--- src/rtl/muldiv_iter.sv ---
// Shared iterative multiply/divide engine for the EX stage: shift-add MUL and
// restoring DIV on magnitudes, one bit per cycle, sign fix-up in a final cycle.
module muldiv_iter #(
  parameter  int WIDTH = 32,
  localparam int CNT_W = $clog2(WIDTH + 1)
) (
  input  logic                 clk,
  input  logic                 rst,
  input  logic                 flush,
  input  logic                 start,
  input  logic [1:0]           op,
  input  logic [WIDTH-1:0]     a,
  input  logic [WIDTH-1:0]     b,
  output logic                 stall,
  output logic                 done,
  output logic [2*WIDTH-1:0]   result,
  output logic                 div_by_zero
);

  typedef enum logic [1:0] {S_IDLE, S_RUN, S_FIX, S_DONE} state_t;

  state_t               r_state;
  logic [1:0]           r_op;
  logic                 r_sa, r_sb;
  logic [WIDTH-1:0]     r_opnd;
  logic [2*WIDTH-1:0]   r_acc;
  logic [2*WIDTH-1:0]   r_result;
  logic [CNT_W-1:0]     r_cnt;
  logic                 r_done, r_dbz;

  logic                 w_signed;
  logic [WIDTH-1:0]     w_abs_a, w_abs_b;
  logic [WIDTH:0]       w_madd, w_rsh, w_diff;
  logic [2*WIDTH-1:0]   w_mul_nxt, w_div_nxt, w_fix;
  logic [WIDTH-1:0]     w_hi, w_lo;

  assign w_signed = ~op[0];
  assign w_abs_a  = (w_signed & a[WIDTH-1]) ? -a : a;
  assign w_abs_b  = (w_signed & b[WIDTH-1]) ? -b : b;

  // r_acc holds {partial product, remaining multiplier} for MUL,
  // {partial remainder, dividend/quotient bits} for DIV; r_opnd is mcand/divisor.
  assign w_madd    = {1'b0, r_acc[2*WIDTH-1:WIDTH]} + (r_acc[0] ? {1'b0, r_opnd} : '0);
  assign w_mul_nxt = {w_madd, r_acc[WIDTH-1:1]};
  assign w_rsh     = r_acc[2*WIDTH-1:WIDTH-1];
  assign w_diff    = w_rsh - {1'b0, r_opnd};
  assign w_div_nxt = w_diff[WIDTH] ? {w_rsh[WIDTH-1:0], r_acc[WIDTH-2:0], 1'b0}
                                   : {w_diff[WIDTH-1:0], r_acc[WIDTH-2:0], 1'b1};

  assign w_hi = r_acc[2*WIDTH-1:WIDTH];
  assign w_lo = r_acc[WIDTH-1:0];

  always_comb begin
    w_fix = r_acc;
    case (r_op)
      2'b00:   w_fix = (r_sa ^ r_sb) ? -r_acc : r_acc;
      2'b10:   w_fix = {(r_sa ? -w_hi : w_hi), ((r_sa ^ r_sb) ? -w_lo : w_lo)};
      default: w_fix = r_acc;
    endcase
  end

  assign stall       = (r_state == S_IDLE & start & ~flush) | (r_state == S_RUN) | (r_state == S_FIX);
  assign done        = r_done;
  assign result      = r_result;
  assign div_by_zero = r_dbz;

  always_ff @(posedge clk or posedge rst) begin
    if (rst) begin
      r_state  <= S_IDLE;
      r_op     <= 2'b00;
      r_sa     <= 1'b0;
      r_sb     <= 1'b0;
      r_opnd   <= '0;
      r_acc    <= '0;
      r_result <= '0;
      r_cnt    <= '0;
      r_done   <= 1'b0;
      r_dbz    <= 1'b0;
    end else begin
      r_done <= 1'b0;
      r_dbz  <= 1'b0;
      if (flush) begin
        r_state <= S_IDLE;
      end else begin
        case (r_state)
          S_IDLE: if (start) begin
            r_op   <= op;
            r_sa   <= w_signed & a[WIDTH-1];
            r_sb   <= w_signed & b[WIDTH-1];
            r_cnt  <= CNT_W'(WIDTH);
            r_opnd <= op[1] ? w_abs_b : w_abs_a;
            r_acc  <= {{WIDTH{1'b0}}, (op[1] ? w_abs_a : w_abs_b)};
            if (op[1] && b == '0) begin
              r_state  <= S_DONE;
              r_done   <= 1'b1;
              r_dbz    <= 1'b1;
              r_result <= {a, {WIDTH{1'b1}}};
            end else begin
              r_state <= S_RUN;
            end
          end
          S_RUN: begin
            r_acc <= r_op[1] ? w_div_nxt : w_mul_nxt;
            r_cnt <= r_cnt - CNT_W'(1);
            if (r_cnt == CNT_W'(1)) r_state <= S_FIX;
          end
          S_FIX: begin
            r_result <= w_fix;
            r_done   <= 1'b1;
            r_state  <= S_DONE;
          end
          default: r_state <= S_IDLE;
        endcase
      end
    end
  end

endmodule
--- config.mk ---
export PLATFORM = sky130hd
export DESIGN_NAME = muldiv_iter
export DESIGN_NICKNAME = d
export VERILOG_FILES = /design/src/rtl/muldiv_iter.sv
export SDC_FILE = /design/constraint.sdc
export NUM_CORES = 1
export LEC_CHECK = 0
export BUFFER_PORTS_ARGS = -buffer_cell sky130_fd_sc_hd__buf_2
export CORE_MARGIN = 1.5
export CORE_UTILIZATION = 62
export CTS_CLUSTER_DIAMETER = 40
export DETAILED_ROUTE_END_ITERATION = 6
export PLACE_DENSITY = 0.84
export SETUP_SLACK_MARGIN = 0.15
export SYNTH_ARGS = -nofsm -noshare
export SYNTH_HDL_FRONTEND = slang
export SYNTH_SLANG_ARGS = --single-unit
--- constraint.sdc ---
create_clock -name clk -period 7.5 [get_ports clk]
set_clock_uncertainty 0.2 [all_clocks]
set_input_delay 0.75 -clock clk [delete_from_list [all_inputs] [get_ports clk]]
set_output_delay 0.75 -clock clk [all_outputs]
set_load 0.005 [all_outputs]
==> After elaboration in Yosys (flattened, before gate mapping) <==
Index checks and enable logic that the tools add are counted.
{ "classes": {"n_reduce_logical": 10, "bitwise_logic": 9, "n_eq_ne": 8, "add_sub_neg": 8, "n_mux": 29} }
{ "ops": {"columns": ["operator", "n"], "rows": [
  ["2-to-1 mux 64 bit", 6],
  ["case mux 64 bit (2 select lines)", 3],
  ["2-to-1 mux 32 bit", 7],
  ["negation 32 bit", 4],
  ["negation 64 bit", 1],
  ["adder 32 x 32 -> 33 bit", 1],
  ["subtractor 33 x 32 -> 33 bit", 1],
  ["logical NOT 32 bit", 1],
  ["case mux 6 bit (2 select lines)", 1],
  ["2-to-1 mux 2 bit", 4],
  ["== test 6 x 1 -> 1 bit, second input constant", 1],
  ["2-to-1 mux 6 bit", 1],
  ["case mux 2 bit (3 select lines)", 1],
  ["AND reduction 3 bit", 2],
  ["subtractor 6 x 1 -> 6 bit, second input constant", 1],
  ["2-to-1 mux 1 bit", 5],
  ["bitwise AND 1 bit", 4],
  ["== test 2 bit, second input constant", 2],
  ["logical NOT 2 bit", 2],
  ["AND reduction 4 bit", 1],
  ["nonzero test 2 bit", 2],
  ["!= test 3 x 2 -> 1 bit, second input constant", 1],
  ["!= test 3 bit, second input constant", 1],
  ["== test 2 x 1 -> 1 bit, second input constant", 1],
  ["8 further kinds", 10]
]} }
{ "totals": {"elab_cells": 74, "output_inout_bits": 67, "regBits": 174} }

==> Logic depth before layout (Yosys ltp) <==
Gate-level depths: netlist (run 1).
{ "depth": {"ltp_word": 6, "depth_mapped": 14} }

==> Worst setup path before layout (run 1) <==
Ideal clock, no wire load.
{ "synth_timing": {"path_type": "flip-flop to flip-flop", "startpoint": "register r_acc[0]", "endpoint": "register r_acc[62]", "synth_period_minus_slack_ns": 3.526, "setup_time_ns": 0.142, "arrival_ns": 3.183, "path_stages_with_launch": 14, "slack_ns": 3.974, "path_buffers": 1, "required_ns": 7.158, "path_cell_list": "dfrtp_1 inv_1 clkbuf_1 nor2_1 ha_1 o211ai_1 o211a_1 or4b_4 a2111oi_4 o31a_2 a21oi_2 a311o_1 xor2_1 o221ai_1"} }
{ "synth_via": {"elab_chain_len": 4} }
{ "synth_lines": {"columns": ["item", "line_no", "source"], "rows": [
  ["start: declaration", "26", "logic [2*WIDTH-1:0] r_acc;"],
  ["start signal: assignment", "92", "r_acc <= {{WIDTH{1'b0}}, (op[1] ? w_abs_a : w_abs_b)};"],
  ["start signal: assignment", "103", "r_acc <= r_op[1] ? w_div_nxt : w_mul_nxt;"],
  ["2-to-1 mux 32 bit", "43", "assign w_madd = {1'b0, r_acc[2*WIDTH-1:WIDTH]} + (r_acc[0] ? {1'b0, r_opnd} : '0);"],
  ["adder 32 x 32 -> 33 bit", "43", null],
  ["2-to-1 mux 64 bit", "103", null],
  ["case mux 64 bit (2 select lines)", "85", "case (r_state)"]
]} }
No other way between the ends.
A chain may end at the register's enable or synchronous reset.

==> Worst setup path after layout (run 1) <==
Same ends and word-level chain as after synthesis.

==> impl_metrics.toml, run 1 <==
[critical_path]
path_class = "register to register"
cp_top_family = "compound AO/OA/AOI/OAI gates"
cp_max_fo = 32
cp_slowest_stage_delay_ps = 840
crit_buf_inv = 1
crit_slowest_cell = "inv_1"
r2r_start = "r_acc[0]"
reg2reg_depth = 12
cp.depth = 12
required_ps = 7600
r2r_setup_slack_ps = 3140
cp.arrival_ps = 4450
cp-endpoint = "r_acc[62]"
startpoint = "r_acc[0]"
cp-start-kind = "register"
cp-end-kind = "register"
worstPathCellList = "inv_1, nor2_1, ha_1, o211ai_1, o211a_1, or4b_4, a2111oi_4, o31a_2, a21oi_2, a311o_1, xor2_1, o221ai_1"
rr_endpoint = "r_acc[62]"

[sta]
tightest_slew_ps = 1124
relSlewSlack_pct = 24.98
period_share_pct = 58.10
maxSlewViolCount = 0
min_period_ps = 4357
fmax_mhz = 229.5
rsz0062_at_grt = "no"
setup-tns-final_ps = 0
hold_violations = 0
setup_viol = 0
holdWs_ps = 279.7

[detailed_routing]
post_drt_wl_per_cell_um = 20.24
dr.pass1.iters = 6
routed.top_layer = "met4"
ant_nets = 0
dr_total_vias = 15085
wl_met2_um = 21240
wl_met1_um = 19770
route.detailed.drc = 0
vias_per_cell = 6.480
initialDrtViolationCount = 1952
wl_met3_um = 3889
routed_wl_um = 47120

[die]
core_um2 = 24180
die_y_um = 159.4
die-area_um2 = 25400
initial_core_util_pct = 62.72
die_w_um = 159.4
ios = 137
rows = 57

[synth]
syn-instance-count = 1935
postSynthNetCount = 2081
avgSynthCellArea_um2 = 7.836
synth_edf_count = 0
ys_async_sr_fraction_pct = 100.0
synth_ff_type = "dfrtp_1"
ys_warn_count = 0
synth_cell_types = 89
ys_seq_area_share_pct = 28.72
synthesis.area_um2 = 15160
ys_seq_elements = 174

[run_status]
outcome = "completed"

[clock_tree]
postCtsSetupBuffers = 0
cts_max_level = 4
ctsLongestPathBuffers = 2
clk_latency_ps = 450
holdBufCountCts = 0
cts_made_buffers = 17
cts.sinks = 174
clockRootBuffer = "clkbuf_16"
clkTransAtPathRegs_ps = 80
cts_resized = 0
cts_tree = "yes"

[placement]
placed_cell_area_um2 = 15890
routabilityCongestion = 0.9911
port_buffers = 136
hpwl_um = 34830
placed_cells = 2294

[global_routing]
grt_pass1_vias = 14221
antenna_found_initial = 3
grt_remaining_overflow = 0
grt_pass1_wl_um = 74990
grt_max_degree = 114
gr-usage-all-layers_pct = 36.91

[cells_and_area]
nFillCells = 2008
stdcell_count = 2328
final_nets = 2135
final_cell_area_um2 = 16490
areaGrowthSynthToFinish_pct = 8.722
drive_gt1_share_pct = 12.89

[worst_hold_path]
worstHoldPathType = "register to register"
min_from = "result[60]"

[job]
maxCapViolCount = 0

[pwr]
ir_worst_vdd_uv = 209.3
p_per_area_nw_per_um2 = 449.2
p_leak_nw = 7.338
-- power breakdown --
group	internal, mW	total [mW]	switching [mW]
logic	1.84	4.61	2.77
registers	1.34	1.88	0.537
clock network	0.449	0.916	0.467
total	3.63	7.40	3.77
-- worst min-delay path by stage --
stage | cells past startpoint | slack, ps | to
after floorplan | 2 | 250 | r_opnd[10]
after global placement | 2 | 260 | result[33]
after detailed placement | 2 | 270 | result[57]
after CTS | 2 | 280 | result[57]
after global routing | 2 | 320 | result[41]
final | 2 | 280 | result[60]
-- cells by family after synthesis --
group	after synthesis	share of synthesized area (%)
mux	64	4.481
xor+xnor	175	10.11
buf+inv	189	5.174
fa+ha+maj	76	6.370
simple gates	662	20.74
compound gates	595	24.42
flops	174	28.72
-- synthesized netlist by cell type (22+ instances only) --
cell type    n  area [um2]
mux2i_1     33       330.3
xor2_1      78       683.2
nand3_1     36       180.2
a31oi_1     57       356.6
clkbuf_1    88       330.3
nor2_1     258       968.4
xnor2_1     97       849.6
a21o_1      22       165.2
inv_1       72       270.3
ha_1        74       925.9
nand2_1    178       668.1
mux2_2      31       349.1
a211oi_1    28       210.2
nor3_1      41       205.2
a21oi_1    189       945.9
dfrtp_1    174        4354
o21ai_0    140       700.7
-- state kept, by name, summed over array words and instances, names as in the netlist --
register,count
r_sb,1
r_opnd,32
div_by_zero,1
r_sa,1
r_state,2
r_acc,64
r_cnt,6
r_op,2
done,1
result,64
-- layout by cell type, fill, tap and decap left out, drive strengths merged, types with 19 or more instances in the layout --
cell and instances:
mux2 31, o21ai 157, a21o 22, a31oi 57
dfrtp 174, a21oi 191, nor3 42, o211ai 19
ha 74, inv 80, nand3 36, xor2 78
xnor2 97, a211oi 28, nand2 181, nor2 258
mux2i 33, buf 152
-- stage by stage --
step / power (mW) / setup WS [ps] / utilization (%)
after global placement: 6.238 / 3353 / 65.72
after CTS: 7.274 / 3215 / 68.17
final: 7.405 / 3143 / 68.19
after global routing: 7.954 / 2898 / 68.19
after detailed placement: 6.336 / 3233 / 65.72
after floorplan: 5.151 / 1833 / -
-- metal layers --
metal | track usage [%] | vias up
li1 | - | 7056
met1 | 50.29 | 7081
met2 | 57.13 | 785
met3 | 5.366 | 163
met4 | 19.17 | 0
met5 | 0 | -
-- final cells by class --
| cell class | instances | area [um2] | share of cell area [%] |
|---|---|---|---|
| multi-input cells | 1572 | 10050 | 60.97 |
| flip-flops and latches | 174 | 4355 | 26.42 |
| repair buffers | 152 | 800.8 | 4.857 |
| clock buffers | 17 | 425.4 | 2.580 |
| well taps | 324 | 405.4 | 2.459 |
| inverters | 72 | 275.3 | 1.670 |
| clock inverters | 15 | 166.4 | 1.009 |
| diodes | 2 | 5.005 | 0.03036 |
-- worst register-to-register path, delay by kind of cell (launching register included) --
family                     cells  cell delay [ps]
AOI/OAI and AO/OA              7             1490
xor gates and xnor gates       1              140
buffers and inverters          1              840
DFF                            1              450
adders and majority gates      1              400
and+or+nand+nor                2              720
Power figures use the tool's default switching activity.
==> run 2, diff against run 1 <==
CORE_UTILIZATION = 56   (was 62)
PLACE_DENSITY = 0.8   (was 0.84)
clock period = 3.61 ns   (was 7.5 ns; I/O delays follow)
==> run 2 against run 1 <==
  * Combinational power grew 140%
  * Via count is 0.98% higher
  * Global-route usage is 2.5 points lower
  * Routed wire length grew 4.1%
  * Final cell count is 5.0% higher
  * Core utilization down 3.0 points
  * Worst hold slack lost 230 ps
  * Sequential share of layout area is 1.4 points lower
  * First-iteration DRC count shrank 14%
  * Critical path type unchanged
  * Largest cell class unchanged
==> impl_metrics.toml, run 2 (synthesized netlist as in run 1, its figures left out) <==
[cells_and_area]
layout_commonest_cell = "nor2_1"
final_cell_area_um2 = 17430
drive_gt1_share_pct = 18.08
final_nets = 2235
seq_area_um2 = 4357
multi_input_area_um2 = 10160
layout_common_cells = "nor2_1, a21oi_1, nand2_1"
nFillCells = 2288
areaGrowthSynthToFinish_pct = 14.92

[clock_tree]
cts.sinks = 174
clockRootBuffer = "clkbuf_16"
clk_latency_ps = 450
ctsLongestPathBuffers = 2
cts_tree = "yes"
cts_max_level = 4
clkTransAtPathRegs_ps = 80
cts_made_buffers = 17

[pwr]
fin_total_pwr_mw = 16.39
ir_worst_vdd_uv = 515.4
p_per_area_nw_per_um2 = 940.4
p_leak_nw = 7.830

[die]
die_w_um = 167.6
ios = 137
die_y_um = 167.6
rows = 60
initial_core_util_pct = 56.74
core_um2 = 26730
die-area_um2 = 28070

[detailed_routing]
post_drt_wl_per_cell_um = 20.06
vias_per_cell = 6.233
route.detailed.drc = 0
ant_nets = 0
initialDrtViolationCount = 1688
routed_wl_um = 49040
dr.pass1.iters = 5
dr_total_vias = 15233

[global_routing]
grt_remaining_overflow = 0
grt_pass1_wl_um = 76550
grt_pass1_vias = 14399
gr-usage-all-layers_pct = 34.38
antenna_found_initial = 1
grt_max_degree = 101

[placement]
hpwl_um = 37590
routabilityCongestion = 1.018
place_ws_ps = 24.92
placed_cell_area_um2 = 16640
port_buffers = 136

[sta]
hold_violations = 0
rsz0062_at_grt = "yes"
maxSlewViolCount = 0
setup_viol = 0
setup_ws_ps = 121.2
tightest_slew_ps = 1152
fmax_mhz = 286.6
relSlewSlack_pct = 23.02
setup-tns-final_ps = 0
min_period_ps = 3489
period_share_pct = 96.64

[critical_path]
worstPathCellList = "inv_4, nor2_1, ha_1, o211ai_1, o211a_1, or4b_4, a2111oi_4, o31a_2, a21oi_2, a311o_1, xor2_1, o221ai_1"
cp.arrival_ps = 3600
r2r_setup_slack_ps = 120
cp-start-kind = "register"
crit_slowest_cell = "or4b_4"
cp_max_fo = 5
path_class = "register to register"
cp_slowest_stage_delay_ps = 590
cp_top_family = "compound AO/OA/AOI/OAI gates"
rr_endpoint = "r_acc[62]"
reg2reg_depth = 12
required_ps = 3720
crit_buf_inv = 1
r2r_start = "r_acc[0]"
cp-end-kind = "register"

[worst_hold_path]
hold_path_depth = 3
worstHoldPathType = "input pin to register"
min_from = "op[0]"
hold_end = "r_op[0]"

[job]
maxCapViolCount = 0

[run_status]
outcome = "completed"
==> run 2: cell types whose count changed in the layout (fill, tap and decap cells not counted), sizes merged <==
cell,change
clkinvlp,+2
diode,-1
dlygate4sd3,+2
clkbuf,+1
inv,-1
clkinv,-2
buf,+98
==> run 2: layout make-up <==
cell class | instances | share of cell area [%]
Clock buffer | 18 | 2.520
Timing Repair Buffer | 252 | 9.313
Clock inverter | 14 | 0.7898
Tap cell | 341 | 2.448
Multi-Input combinational cell | 1572 | 58.33
Sequential cell | 174 | 25.00
Inverter | 72 | 1.587
Antenna cell | 1 | 0.01436
==> run 2: stage by stage <==
stage | hold slack [ps] | std cells | utilization [%]
global route | 45.04 | 2443 | 65.19
finish | 50.16 | 2444 | 65.20
CTS | 33.36 | 2434 | 64.54
floorplan | 224.1 | 1935 | -
global placement | 263.2 | 2400 | 62.26
detailed placement | 270.1 | 2400 | 62.26
==> run 2: worst register-to-register path: cells and delay by family (launching register included) <==
family | cells | cell delay (ps)
AO/OA/AOI/OAI | 7 | 1480
AND/OR/NAND/NOR | 2 | 640
flip-flops | 1 | 460
adder cells (fa/ha/maj) | 1 | 340
XOR/XNOR | 1 | 140
buffers and inverters | 1 | 100
==> run 2: worst max path at each step <==
| stage | startpoint | to | slack (ps) | depth (start not counted) |
|---|---|---|---|---|
| finish | r_acc[0] | r_acc[62] | 120 | 12 |
| global route | r_acc[0] | r_acc[62] | -20 | 12 |
| CTS | r_acc[0] | r_acc[62] | 110 | 12 |
| detailed placement | r_acc[0] | r_acc[62] | 20 | 12 |
| global placement | r_opnd[6] | r_acc[61] | 80 | 12 |
| floorplan | r_acc[0] | r_acc[62] | 190 | 13 |
==> run 2: layer usage <==
metal | track usage [%] | wire (um) | part of all wire (%) | vias to the layer above
met5 | 0 | 0 | 0 | -
met4 | 14.96 | 1857 | 3.8 | 0
met3 | 4.892 | 3763 | 7.7 | 114
met2 | 55.16 | 22540 | 46 | 684
met1 | 46.33 | 20870 | 43 | 7191
li1 | - | - | - | 7244
==> run 2: timing repair <==
action / CTS / global route
buffers inserted: 0 / 9
resized for setup: 4 / 31
setup endpoints to repair: 9 / 31
hold buffers: 2 / 0
pin swaps: 0 / 14
hold endpoints to repair: 33 / 0
==> run 2: where the power goes <==
| group | total, mW | switching [mW] | internal (mW) |
|---|---|---|---|
| sequential | 3.61 | 0.816 | 2.79 |
| clock | 1.88 | 0.938 | 0.938 |
| combinational | 10.9 | 6.48 | 4.42 |
==> run 3, diff against run 2 <==
PLACE_DENSITY = 0.77   (was 0.8)
==> run 3 against run 2 <==
  * The run now ends with negative hold slack left
  * Count of clock-buffer cells in the layout shrank 1
  * Core utilization grew 0.74 points
  * Final cell count grew 0.78%
  * Total power grew 0.64%
  * Die area is the same
  * Design area grew 1.1%
  * Largest cell class unchanged
  * Combinational power is essentially flat
  * Critical path type unchanged
  * Critical path depth is the same
  * Sequential share of layout area shrank 0.29 points
  * Clock power is essentially flat
  * Global-route usage grew 0.24 points
  * First-iteration DRC count shrank 7.6%
==> impl_metrics.toml, run 3 (synthesized netlist as in run 1, its figures left out) <==
[placement]
port_buffers = 136
routabilityCongestion = 0.9730
hpwl_um = 37510

[sta]
relSlewSlack_pct = 23.19
holdWs_ps = -78.05
min_period_ps = 3405
tightest_slew_ps = 1150
rsz0062_at_grt = "yes"
period_share_pct = 94.31
maxSlewViolCount = 0
setup_viol = 0
fmax_mhz = 293.7
setup-tns-final_ps = 0
hold_violations = 25

[cells_and_area]
areaGrowthSynthToFinish_pct = 16.22
antenna_cells = 0
layout_common_cells = "nor2_1, a21oi_1, nand2_1"
multi_input_area_um2 = 10220
layout_commonest_cell = "nor2_1"
final_nets = 2255
seq_area_um2 = 4355
drive_gt1_share_pct = 19.27
nFillCells = 2302
final_core_util_pct = 65.94

[detailed_routing]
post_drt_wl_per_cell_um = 19.86
initialDrtViolationCount = 1559
ant_nets = 0
dr.pass1.iters = 6
vias_per_cell = 6.220
route.detailed.drc = 0
dr_total_vias = 15320
routed_wl_um = 48900

[job]
maxCapViolCount = 0

[die]
initial_core_util_pct = 56.74
die-area_um2 = 28070
die_w_um = 167.6
die_y_um = 167.6
ios = 137
rows = 60
core_um2 = 26730

[global_routing]
gr-usage-all-layers_pct = 34.61
antenna_found_initial = 1
grt_remaining_overflow = 0
grt_pass1_wl_um = 77110
grt_pass1_vias = 14290
grt_max_degree = 175

[clock_tree]
cts_max_level = 4
clkTransAtPathRegs_ps = 80
cts_made_buffers = 17
ctsLongestPathBuffers = 2
clk_latency_ps = 440
cts_tree = "yes"
clockRootBuffer = "clkbuf_16"
cts.sinks = 174

[critical_path]
cp-start-kind = "register"
cp_max_fo = 5
path_class = "register to register"
required_ps = 3700
cp.arrival_ps = 3490
cp-end-kind = "register"
startpoint = "r_acc[0]"
r2r_start = "r_acc[0]"

[run_status]
outcome = "finished with violations"
failed_checks = "negative hold slack"

[pwr]
fin_total_pwr_mw = 16.49
p_per_area_nw_per_um2 = 935.8
ir_worst_vdd_uv = 470.4
p_leak_nw = 7.956

[worst_hold_path]
worstHoldPathType = "input pin to asynchronous set/reset pin"
==> run 3: final cells by class <==
type                    instances  area share (%)
multi-input cells            1572           58.00
flip-flops and latches        174           24.71
well taps                     341           2.421
clock inverters                15          0.9656
repair buffers                272           9.925
inverters                      72           1.555
clock buffers                  17           2.414
==> run 3: critical path, stage by stage, from the launching register on <==
cell	delay (ps)
dfrtp_1	420
inv_2	130
nor2_2	40
ha_1	290
o211ai_1	130
o211a_1	260
or4b_4	550
a2111oi_4	340
o31a_2	260
a21oi_4	80
a311o_1	290
xor2_1	130
o221ai_1	130
==> run 3: what timing repair did <==
| item | in CTS | in global routing |
|---|---|---|
| hold buffers | 1 | 0 |
| setup endpoints to repair | 10 | 27 |
| resized for setup | 4 | 41 |
| endpoints found under the hold margin | 2 | 0 |
| setup buffers | 8 | 7 |
| pin swaps | 7 | 14 |
==> run 3: where the power goes <==
part / internal [mW] / switching [mW] / leakage [nW]
Clock: 0.990 / 0.919 / 0.291
Combinational: 4.51 / 6.47 / 5.47
Sequential: 2.79 / 0.818 / 2.19
==> run 3: final timing paths <==
kind / end / slack (ps) / cells after the start
max in group asynchronous: r_acc[55] / 2450 / 3
worst max register to register: r_acc[62] / 210 / 12
worst min-delay path: result[4] / -80 / 3
worst max-delay path: r_acc[62] / 210 / 12
worst min register to register: result[60] / 290 / 2
min in group clk: r_op[0] / 70 / 3
==> run 3: per-layer routing <==
layer  vias up  track usage (%)  share of wire [%]
met1      7292            46.87                 44
met3       111            4.491                6.9
met2       644            56.59                 46
met4         2            12.89                3.0
met5         -                0              0.027
li1       7271                -                  -
==> run 3: through the flow <==
step                      worst slack [ps]  instance area [um2]  std cells  hold slack [ps]
after global routing                 26.86                17620       2463            59.01
after CTS                            134.4                17410       2456            45.19
final                                205.4                17620       2463           -78.05
after detailed placement             45.98                16730       2415            267.6
after floorplan                      188.1                15170       1935            224.1
after global placement               83.05                16730       2415            258.6
